`src/rtl/mdu_pkg.sv`:
```
// Shared types for the iterative multiply/divide unit: op encodings, FSM states
// and the step-counter width helper.
package mdu_pkg;

    typedef enum logic [2:0] {
        MDU_MULT  = 3'd0,
        MDU_MULTU = 3'd1,
        MDU_DIV   = 3'd2,
        MDU_DIVU  = 3'd3,
        MDU_MTHI  = 3'd4,
        MDU_MTLO  = 3'd5,
        MDU_MADD  = 3'd6,
        MDU_MSUB  = 3'd7
    } mdu_op_t;

    typedef enum logic [1:0] {
        IDLE,
        CALC,
        FIX
    } mdu_state_t;

    function automatic int cnt_width(input int width);
        return $clog2(width);
    endfunction

endpackage

```
`src/rtl/mdu_step.sv`:
```
// One radix-2 iteration: shift-add multiply or restoring-division step
// on a shared 2*WIDTH accumulator.
module mdu_step #(
    parameter int WIDTH = 32
) (
    input  logic                 is_div,
    input  logic [2*WIDTH-1:0]   acc,
    input  logic [WIDTH-1:0]     opnd,
    output logic [2*WIDTH-1:0]   acc_next
);

    logic [WIDTH:0]   sum;
    logic [WIDTH:0]   partial;
    logic [WIDTH-1:0] diff;

    // Multiply: acc = {partial product, remaining multiplier bits}.
    // Divide:   acc = {remainder, remaining dividend bits / quotient bits}.
    always_comb begin
        sum     = {1'b0, acc[2*WIDTH-1:WIDTH]} + (acc[0] ? {1'b0, opnd} : '0);
        partial = acc[2*WIDTH-1:WIDTH-1];
        diff    = partial[WIDTH-1:0] - opnd;
        if (is_div) begin
            if (partial >= {1'b0, opnd})
                acc_next = {diff, acc[WIDTH-2:0], 1'b1};
            else
                acc_next = {partial[WIDTH-1:0], acc[WIDTH-2:0], 1'b0};
        end else begin
            acc_next = {sum, acc[WIDTH-1:1]};
        end
    end

endmodule

```
`src/rtl/mdu_iter.sv`:
```
// Iterative multiply/divide unit with architectural HI/LO registers.
// Define MDU_MADD_EN to enable MADD/MSUB (ops 6/7); otherwise they are no-ops.
module mdu_iter
    import mdu_pkg::*;
#(
    parameter int WIDTH = 32
) (
    input  logic             clk,
    input  logic             reset,
    input  logic             start,
    input  logic [2:0]       op,
    input  logic [WIDTH-1:0] A,
    input  logic [WIDTH-1:0] B,
    output logic             busy,
    output logic             stall_req,
    output logic [WIDTH-1:0] HI,
    output logic [WIDTH-1:0] LO
);

    localparam int CW = cnt_width(WIDTH);

    mdu_state_t         state;
    mdu_op_t            op_q;
    logic [CW-1:0]      cnt;
    logic [2*WIDTH-1:0] acc;
    logic [2*WIDTH-1:0] acc_next;
    logic [WIDTH-1:0]   opnd;
    logic [WIDTH-1:0]   a_orig;
    logic               neg_q;
    logic               neg_r;
    logic               div0;

    mdu_op_t            op_in;
    logic               signed_in;
    logic               div_in;
    logic               long_in;
    logic [WIDTH-1:0]   mag_a;
    logic [WIDTH-1:0]   mag_b;
    logic               is_div_q;

    logic [2*WIDTH-1:0] prod;
    logic [2*WIDTH-1:0] mul_res;
    logic [WIDTH-1:0]   quot;
    logic [WIDTH-1:0]   rem;

    assign stall_req = start | busy;

    always_comb begin
        op_in     = mdu_op_t'(op);
        div_in    = (op_in == MDU_DIV) || (op_in == MDU_DIVU);
`ifdef MDU_MADD_EN
        signed_in = (op_in == MDU_MULT) || (op_in == MDU_DIV) ||
                    (op_in == MDU_MADD) || (op_in == MDU_MSUB);
        long_in   = (op_in != MDU_MTHI) && (op_in != MDU_MTLO);
`else
        signed_in = (op_in == MDU_MULT) || (op_in == MDU_DIV);
        long_in   = (op_in == MDU_MULT) || (op_in == MDU_MULTU) || div_in;
`endif
        // Unsigned WIDTH-bit magnitude holds |most-negative| without overflow.
        mag_a     = (signed_in && A[WIDTH-1]) ? -A : A;
        mag_b     = (signed_in && B[WIDTH-1]) ? -B : B;
        is_div_q  = (op_q == MDU_DIV) || (op_q == MDU_DIVU);
    end

    mdu_step #(.WIDTH(WIDTH)) u_step (
        .is_div   (is_div_q),
        .acc      (acc),
        .opnd     (opnd),
        .acc_next (acc_next)
    );

    always_comb begin
        prod    = neg_q ? -acc : acc;
        mul_res = prod;
`ifdef MDU_MADD_EN
        if (op_q == MDU_MADD)
            mul_res = {HI, LO} + prod;
        else if (op_q == MDU_MSUB)
            mul_res = {HI, LO} - prod;
`endif
        quot = neg_q ? -acc[WIDTH-1:0] : acc[WIDTH-1:0];
        rem  = neg_r ? -acc[2*WIDTH-1:WIDTH] : acc[2*WIDTH-1:WIDTH];
    end

    always_ff @(posedge clk or posedge reset) begin
        if (reset) begin
            state  <= IDLE;
            op_q   <= MDU_MULT;
            cnt    <= '0;
            acc    <= '0;
            opnd   <= '0;
            a_orig <= '0;
            neg_q  <= 1'b0;
            neg_r  <= 1'b0;
            div0   <= 1'b0;
            busy   <= 1'b0;
            HI     <= '0;
            LO     <= '0;
        end else begin
            case (state)
                IDLE: begin
                    if (start) begin
                        if (long_in) begin
                            op_q   <= op_in;
                            opnd   <= div_in ? mag_b : mag_a;
                            acc    <= {{WIDTH{1'b0}}, (div_in ? mag_a : mag_b)};
                            a_orig <= A;
                            neg_q  <= signed_in & (A[WIDTH-1] ^ B[WIDTH-1]);
                            neg_r  <= signed_in & A[WIDTH-1];
                            div0   <= div_in && (B == '0);
                            cnt    <= '0;
                            busy   <= 1'b1;
                            state  <= CALC;
                        end else if (op_in == MDU_MTHI) begin
                            HI <= A;
                        end else if (op_in == MDU_MTLO) begin
                            LO <= A;
                        end
                    end
                end
                CALC: begin
                    acc <= acc_next;
                    cnt <= cnt + 1'b1;
                    if (cnt == CW'(WIDTH - 1))
                        state <= FIX;
                end
                FIX: begin
                    if (is_div_q) begin
                        if (div0) begin
                            HI <= a_orig;
                            LO <= '1;
                        end else begin
                            HI <= rem;
                            LO <= quot;
                        end
                    end else begin
                        {HI, LO} <= mul_res;
                    end
                    busy  <= 1'b0;
                    state <= IDLE;
                end
                default: state <= IDLE;
            endcase
        end
    end

endmodule

```
`config.mk`:
```
export PLATFORM = sky130hd
export DESIGN_NAME = mdu_iter
export DESIGN_NICKNAME = d
export VERILOG_FILES = /design/src/rtl/mdu_pkg.sv /design/src/rtl/mdu_step.sv /design/src/rtl/mdu_iter.sv
export SDC_FILE = /design/constraint.sdc
export NUM_CORES = 1
export LEC_CHECK = 0
export CORE_ASPECT_RATIO = 0.7
export CORE_MARGIN = 2
export CORE_UTILIZATION = 35
export CTS_CLUSTER_DIAMETER = 80
export DETAILED_ROUTE_END_ITERATION = 8
export PLACE_DENSITY = 0.64
export SLEW_MARGIN = 0
export SYNTH_ARGS = -nofsm -noshare
export SYNTH_HDL_FRONTEND = slang
export SYNTH_SLANG_ARGS = --single-unit
```
`constraint.sdc`:
```
create_clock -name clk -period 9.6 [get_ports clk]
set_input_delay 1.92 -clock clk [delete_from_list [all_inputs] [get_ports clk]]
set_output_delay 1.92 -clock clk [all_outputs]
set_load 0.01 [all_outputs]
```
# Word level (Yosys, flattened, before mapping)
# Cells that the tools add are included.
# classes
n_lt_le_gt_ge,1
muxes,36
n_bitwise,4
n_addsub,8
reduce_logical,19
n_eq_ne,17
# ops
cell,count
two-way mux 32 bit,18
two-way mux 64 bit,5
negation 32 bit,4
one-hot mux 32 bit (2 select lines),2
one-hot mux 64 bit (2 select lines),1
negation 64 bit,1
adder 32 x 33 -> 33 bit,1
greater-or-equal comparator 33 x 32 -> 1 bit,1
zero test 32 bit,1
subtractor 32 bit,1
!= test 2 bit (second input constant),7
equality test 3 x 2 -> 1 bit (second input constant),4
AND reduction 3 bit,4
two-way mux 5 bit,2
one-hot mux 5 bit (2 select lines),1
equality test 3 bit (second input constant),2
two-way mux 2 bit,3
adder 5 x 1 -> 5 bit (second input constant),1
equality test 5 bit (second input constant),1
logical OR 1 bit,5
AND reduction 5 bit,1
one-hot mux 2 bit (2 select lines),1
AND reduction 4 bit,1
nonzero test 2 bit,2
other kinds (11),15
# word_totals
word_cells,97
inputBits,70
ff_bits,206
out_inout_bits,66

# Logic depth before layout (Yosys ltp)
# Gate-level depths: netlist of run 1.
# depth
ltp_word,8
ltp_mapped,15
ltp_nobuf,13

# By module
# Synthesis of run 1 repeated with hierarchy kept, for this count alone.
# hier_totals
cells_unflattened,2211
area_unflattened_um2,17392.9
# by_module_without_submodules
module,area_each_um2,n_inst,cells_each,seq_area_each_um2
mdu_iter,12694.7,1,1540,5129.9
mdu_step,4698.3,1,671,0.0

# Worst setup path after synthesis of run 1
# OpenSTA, ideal clock, no wires.
# synth_path
kind,in2reg
startpoint,in B[17]
endpoint,reg acc[29]
path_slack_ns,5.193
arrival_time_ns,4.276
path_buffers,0
setup_time_ns,0.131
required_time_ns,9.469
stages,9
path_cell_list,or4_1 > or4_4 > or4_4 > nor2_1 > nand2_1 > o31a_1 > xor2_1 > mux2i_1 > o21ai_1
# synth_via
elab_chain_len,6
# synth_lines
item,line_no,rtl
from (decl),mdu_iter.sv:13,"input logic [WIDTH-1:0] B,"
negation 32 bit,mdu_iter.sv:61,mag_b = (signed_in && B[WIDTH-1]) ? -B : B;
two-way mux 32 bit,mdu_iter.sv:61,
two-way mux 32 bit,mdu_iter.sv:106,"acc <= {{WIDTH{1'b0}}, (div_in ? mag_a : mag_b)};"
two-way mux 64 bit,mdu_iter.sv:103,if (long_in) begin
two-way mux 64 bit,mdu_iter.sv:102,if (start) begin
one-hot mux 64 bit (2 select lines),mdu_iter.sv:100,case (state)
to (signal assigned),mdu_iter.sv:106,
to (signal assigned),mdu_iter.sv:122,acc <= acc_next;
to (decl),mdu_iter.sv:25,logic [2*WIDTH-1:0] acc;
# No other way between the ends. The select of a mux whose other input is x is not followed.
# A chain may end at the register's enable or synchronous reset.

# Worst setup path after layout of run 1
# layout_path
startpoint,in start
endpoint,out stall_req
# layout_via
elab_chain_len,1
# layout_lines
item,line_no,rtl
from (decl),mdu_iter.sv:10,"input logic start,"
OR 1 bit,mdu_iter.sv:46,assign stall_req = start | busy;
to (decl),mdu_iter.sv:15,"output logic stall_req,"
# No other way between the ends.

==> metrics.txt, run 1 <==
status=finished, final reports clean; CP max FO=3; Worst slew margin=a little over an eighth; Core Box Area=between 40000 and 50000 um^2; die width=268 um; synthesis-to-finish area growth=16.0%; CTS max path bufs=3; Worst Skew=between 0.02 and 0.03 ns; Reg-to-Reg Start=acc[0]$_DFFE_PP0P_; DP Wirelength=about 54000 um; GR Overflow Total=0; CTS tree=done; vias=about 18000; Max Cap Viol=0; CP bufs+invs=2; maximum VDD drop=between 0.15 and 0.2 mV; CP startpoint kind=input pin; asr flop ratio synth=100%; synth warn=0; CTS Sinks=205; GP Congestion=between 0.9 and 1; Die H=around 190 um; area of the multi-input gates=about 11000 um^2; most used cell, CP=clkdlybuf4s50_1; Slew Viols, Final=0; cts repair resizes=0; GRT Util Overall=~28%; R2R Path End=acc[56]$_DFFE_PP0P_; Hold Crit Class=flop to flop; # nets final=around 2400; Filler cells=approximately 4900; # setup viols final=0; vias in the first global route=~16000; commonest non-fill, non-tap cells in the layout=nand2_1 (437), dfrtp_1 (204), o21ai_0 (183); Cell Pwr Density=~410 nW/um^2; Iter 0 DRT Violations=2374; register area share after synthesis=approximately 30%; IO Port Bufs=approximately 140; DRC Markers=0; fin crit share=52.8%; Final Critical Period=just over 5 ns; worst hold stages=2; post-synth cell types=86; top_reg_cell synth=dfrtp_1; Post-DP Area=~19000 um^2; Worst Setup End Kind=primary output; accumulated negative setup slack=0 ns; Crit path max-delay family=buffers and inverters; Num CTS Buffers=24; post-route cell area=about 20000 um^2; vias per cell=between 6 and 7; Hold Path End=a_orig[18]$_DFFE_PP0P_; # H-tree levels=1; mean routed wirelength per cell=around 25 um; first-pass GRT wire length=around 110000 um; pin count of the biggest net entering global routing=around 140; clock root buffer=clkbuf_16; Crit Path Class=input pin to primary output; Worst-Skew Late Latency=approximately 0.57 ns; setup bufs post-CTS=0; Final Hold Viols=0; Pre-antenna DRT Iters=5; #FFs+latches synth=~200; # IOs=136; antenna violation net count after detailed routing=0; commonest non-fill, non-tap cell in the layout=nand2_1; reg2reg setup slack=approximately 5.1 ns; Initial Util=35.6%; Reg2Reg Depth=13; row cnt=67; synthesized area per cell=between 7 and 8 um^2; Worst path max stage delay=~0.48 ns; clock slew at reported path FFs=0.06 ns; critical path, cell by cell=clkdlybuf4s50_1, or2_2, clkdlybuf4s50_1; max frequency=197 MHz; share of cells above drive strength 1=between 5 and 6%; syn nets=between 2000 and 2500; final WL=roughly 73000 um; Post-synth EDFFs=0; Hold Crit Start=a_orig[18]$_DFFE_PP0P_; mapped cell area=17100 um^2; Die Area=between 50000 and 60000 um^2; RSZ-0062 raised after global routing=no; # hold bufs at CTS=0; CP max-delay cell=clkdlybuf4s50_1; initial antenna violation count=0; Worst EP arrival=between 3 and 4 ns; register area=5130 um^2; static leakage=roughly 0.0081 uW; Worst Tran Pin Value=around 1.3 ns; Req. time, crit path=roughly 7.7 ns; Synth Instances=approximately 2300
[per-stage QoR]
| stage | total power, uW | utilization, % | hold slack, ns | setup WS, ns | instances |
|---|---|---|---|---|---|
| floorplan | 5130 | - | 0.440 | 2.08 | 2255 |
| global placement | 6730 | 39.3 | 0.454 | 4.37 | 2911 |
| detailed placement | 6810 | 39.3 | 0.459 | 4.34 | 2911 |
| CTS | 7950 | 41.3 | 0.475 | 4.53 | 2955 |
| global route | 8610 | 41.3 | 0.500 | 4.49 | 2955 |
| finish | 8080 | 41.3 | 0.476 | 4.53 | 2957 |
[cell type report]
class                           count  area share (%)
Clock inverter                     16            1.48
Timing Repair Buffer              162            7.85
Clock buffer                       28            3.26
Antenna cell                        2          0.0253
Sequential cell                   205            25.9
Inverter                           67            1.31
Multi-Input combinational cell   1822            56.0
Tap cell                          655            4.14
[logic make-up after synthesis]
family          share of synthesized area, %
compound gates                          26.7
xor+xnor                                8.53
fa+ha+maj                               5.37
buf+inv                                 5.26
flops                                   30.1
mux                                     2.14
simple gates                            22.0
[where the power goes]
| part | leakage (uW) | internal (uW) | total, uW | switching (uW) |
|---|---|---|---|---|
| sequential | 0.00245 | 1280 | 1890 | 605 |
| combinational | 0.00524 | 1980 | 5070 | 3090 |
| clock | 0.000440 | 676 | 1110 | 438 |
| total | 0.00813 | 3940 | 8080 | 4130 |
[flip-flops by register name (all words and copies together), names as in the netlist, 2 cells and up]
register  cells
state         2
a_orig       32
op_q          2
acc          64
cnt           5
HI           32
LO           32
opnd         32
[routing by layer]
metal / routed length [um] / GRT usage (%)
met1: 34000 / 43.0
met2: 27400 / 36.3
met3: 9620 / 10.1
met4: 1790 / 6.68
met5: 0 / 0
[cell usage after synthesis (35+ instances only)]
| master | n | area share (%) |
|---|---|---|
| nor3_1 | 38 | 1.1 |
| nand2_1 | 439 | 9.7 |
| o21ai_0 | 183 | 5.4 |
| ha_1 | 70 | 5.1 |
| clkbuf_1 | 134 | 2.9 |
| xor2_1 | 103 | 5.3 |
| o211ai_1 | 37 | 1.6 |
| xnor2_1 | 63 | 3.2 |
| dfrtp_1 | 205 | 30 |
| o31ai_1 | 36 | 1.6 |
| nor2_1 | 182 | 4.0 |
| a211oi_1 | 36 | 1.6 |
| nand3_1 | 35 | 1.0 |
| a21oi_1 | 171 | 5.0 |
| inv_1 | 66 | 1.5 |
[worst max path at each step]
stage                      from              endpoint  slack [ns]  cells past startpoint
after floorplan           reset     HI[0]$_DFFE_PP0P_        2.08                      1
after global placement     B[7]  opnd[30]$_DFFE_PP0P_        4.37                     10
after detailed placement   B[7]  opnd[30]$_DFFE_PP0P_        4.34                     10
after CTS                 start             stall_req        4.53                      3
after global routing      start             stall_req        4.49                      3
final                     start             stall_req        4.53                      3
[worst reg2reg max path, delay by kind of cell, from the launching register on]
| kind | cells | cell delay [ns] |
|---|---|---|
| compound gates | 8 | 2.38 |
| buf+inv | 2 | 0.81 |
| flops | 1 | 0.57 |
| fa+ha+maj | 1 | 0.38 |
| simple gates | 1 | 0.12 |
| xor+xnor | 1 | 0.08 |
Power figures use the tool's default switching activity.
==> run 2: changes to the inputs <==
--- a/config.mk
+++ b/config.mk
@@ -10,7 +10,7 @@
 export CORE_UTILIZATION = 35
 export CTS_CLUSTER_DIAMETER = 80
 export DETAILED_ROUTE_END_ITERATION = 8
-export PLACE_DENSITY = 0.64
+export PLACE_DENSITY = 0.65
 export SLEW_MARGIN = 0
 export SYNTH_ARGS = -nofsm -noshare
 export SYNTH_HDL_FRONTEND = slang
==> constraint.sdc (replaced) <==
create_clock -name clk -period 4.2 [get_ports clk]
set_input_delay 0.84 -clock clk [delete_from_list [all_inputs] [get_ports clk]]
set_output_delay 0.84 -clock clk [all_outputs]
set_load 0.01 [all_outputs]
==> metrics.txt, run 2 (synthesis gave the netlist of run 1 again) <==
status=finished, final reports clean; commonest non-fill, non-tap cells in the layout=nand2_1 (437), dfrtp_1 (204), o21ai_0 (183); Slew Viols, Final=0 (unchanged); CTS tree=done; Final Critical Period=~3.7 ns; clock slew at reported path FFs=0.06 ns (about the same); Hold Crit Class=flop to flop; vias per cell=6.00 (-0.66%); Core Box Area=48000 um^2 (unchanged); CP startpoint kind=flop; register area=5130 um^2 (unchanged); Max Cap Viol=0 (unchanged); # nets final=2554 (+5.4%); Iter 0 DRT Violations=2352 (-0.93%); synthesis-to-finish area growth=21.4%; Reg2Reg Depth=14 (+1); GR Overflow Total=0 (unchanged); Die H=189 um (unchanged); Worst Setup End Kind=flop; initial antenna violation count=0 (unchanged); share of cells above drive strength 1=10.4% (+5.1 points); vias=18500 (+3.7%); Worst Hold Slack=0.477 ns (+0.000755 ns); # setup viols final=0 (unchanged); Crit Path Class=flop to flop; Worst-Skew Late Latency=0.59 ns (+0.02 ns); Final Hold Viols=0 (unchanged); reg2reg setup slack=0.49 ns (-4.65 ns); CTS Sinks=205 (unchanged); max reg flops=64 (unchanged); maximum VDD drop=0.546 mV (+220%); # H-tree levels=1 (unchanged); Worst slew margin=13.3% (+0.064 points); Hold Path End=a_orig[2]$_DFFE_PP0P_; R2R Path End=acc[48]$_DFFE_PP0P_; accumulated negative setup slack=0 ns (unchanged); GP Congestion=0.989 (+5.4%); RSZ-0062 raised after global routing=no; cts repair resizes=0 (unchanged); Num CTS Buffers=25 (+4.2%); CTS max path bufs=3 (unchanged); row cnt=67 (unchanged); GRT Util Overall=29.3% (+1.3 points); Req. time, crit path=4.61 ns (-3.07 ns); CP max FO=15 (+12); static leakage=0.00875 uW (+7.6%); first-pass GRT wire length=111000 um (+4.0%); Initial Util=35.6% (unchanged); Die Area=50500 um^2 (unchanged); antenna cells=0 (-2); IO Port Bufs=135 (unchanged); fin cells=3086 (+4.4%); # hold bufs at CTS=0 (unchanged); mean routed wirelength per cell=24.5 um (-0.40%); Filler cells=4906 (+0.59%); commonest non-fill, non-tap cell in the layout=nand2_1; DRC Markers=0 (unchanged); die width=268 um (unchanged); max frequency=~270 MHz; Reg-to-Reg Start=acc[0]$_DFFE_PP0P_; DP Wirelength=58400 um (+8.8%); vias in the first global route=16900 (+3.8%); fin crit share=about nine tenths; setup bufs post-CTS=0 (unchanged); # IOs=136 (unchanged); area of the multi-input gates=11100 um^2 (about the same); Worst Skew=0.0379 ns (+0.0106 ns); placed cell count=3040 (+4.4%); clock root buffer=clkbuf_16; worst hold stages=2 (unchanged); final WL=75700 um (+3.9%); antenna violation net count after detailed routing=0 (unchanged); Cell Pwr Density=911 nW/um^2 (+120%); Worst Tran Pin Value=1.30 ns (-0.000955 ns); Hold Crit Start=a_orig[2]$_DFFE_PP0P_; Pre-antenna DRT Iters=8 (+3); pin count of the biggest net entering global routing=55 (-60%); Top reg by flops=acc; Worst EP arrival=4.12 ns (+0.97 ns)
## run 2: changes by cell type in the layout (fill, tap and decap cells not counted), sizes merged
cell	before	now
clkbuf	28	32
diode	2	0
clkinvlp	5	4
clkinv	3	7
bufinv	7	2
buf	27	156
## run 2: worst max-delay path by stage
stage                                    from  cells past startpoint             endpoint  slack, ns
after floorplan                         reset                      1    HI[0]$_DFFE_PP0P_       0.70
after global routing      opnd[6]$_DFFE_PP0P_                     12  acc[44]$_DFFE_PP0P_       0.21
after detailed placement                B[15]                     10  acc[29]$_DFFE_PP0P_       0.21
after global placement                  B[15]                     10  acc[29]$_DFFE_PP0P_       0.22
after CTS                  acc[0]$_DFFE_PP0P_                     14  acc[48]$_DFFE_PP0P_       0.53
final                      acc[0]$_DFFE_PP0P_                     14  acc[48]$_DFFE_PP0P_       0.49
## run 2: metal layers
metal / global-route usage (%) / up-vias / wire length [um] / share of wire, %
met5: 0 / - / 0 / 0
met4: 8.23 / 0 / 2420 / 3.2
met3: 12.4 / 113 / 10900 / 14
met2: 36.3 / 1058 / 27400 / 36
met1: 44.7 / 8950 / 34900 / 46
li1: - / 8393 / - / -
## run 2: final cells by class
type                            instances  share of cell area [%]
Multi-Input combinational cell       1822                    53.5
Sequential cell                       205                    24.8
Clock buffer                           32                    3.44
Clock inverter                         14                   0.689
Tap cell                              655                    3.96
Inverter                               67                    1.23
Timing Repair Buffer                  291                    12.4
## run 2: stage by stage
stage / util (%) / setup slack [ns] / total power [uW] / area (um^2)
global route: 43.2 / 0.209 / 20100 / 20700
global placement: 41.4 / 0.218 / 16000 / 19800
floorplan: - / 0.702 / 11700 / 17100
detailed placement: 41.4 / 0.210 / 16100 / 19800
CTS: 43.2 / 0.535 / 18500 / 20700
finish: 43.2 / 0.493 / 18900 / 20700
## run 2: critical path, cell delays in order (launching register included)
cell	delay, ns
dfrtp_1	0.39
inv_1	0.18
buf_4	0.27
nor2_1	0.08
ha_1	0.24
or4_1	0.50
o211ai_1	0.11
o21bai_1	0.23
o31ai_1	0.25
buf_4	0.20
or3b_2	0.43
a31o_2	0.25
a21oi_1	0.18
xor2_1	0.17
o21ai_0	0.09
## run 2: report_power, final
part	internal (uW)	leakage (uW)	switching (uW)	total (uW)
combinational	4990	0.00588	7750	12700
clock	1330	0.000418	1020	2340
sequential	2940	0.00245	827	3770
total	9260	0.00875	9600	18900
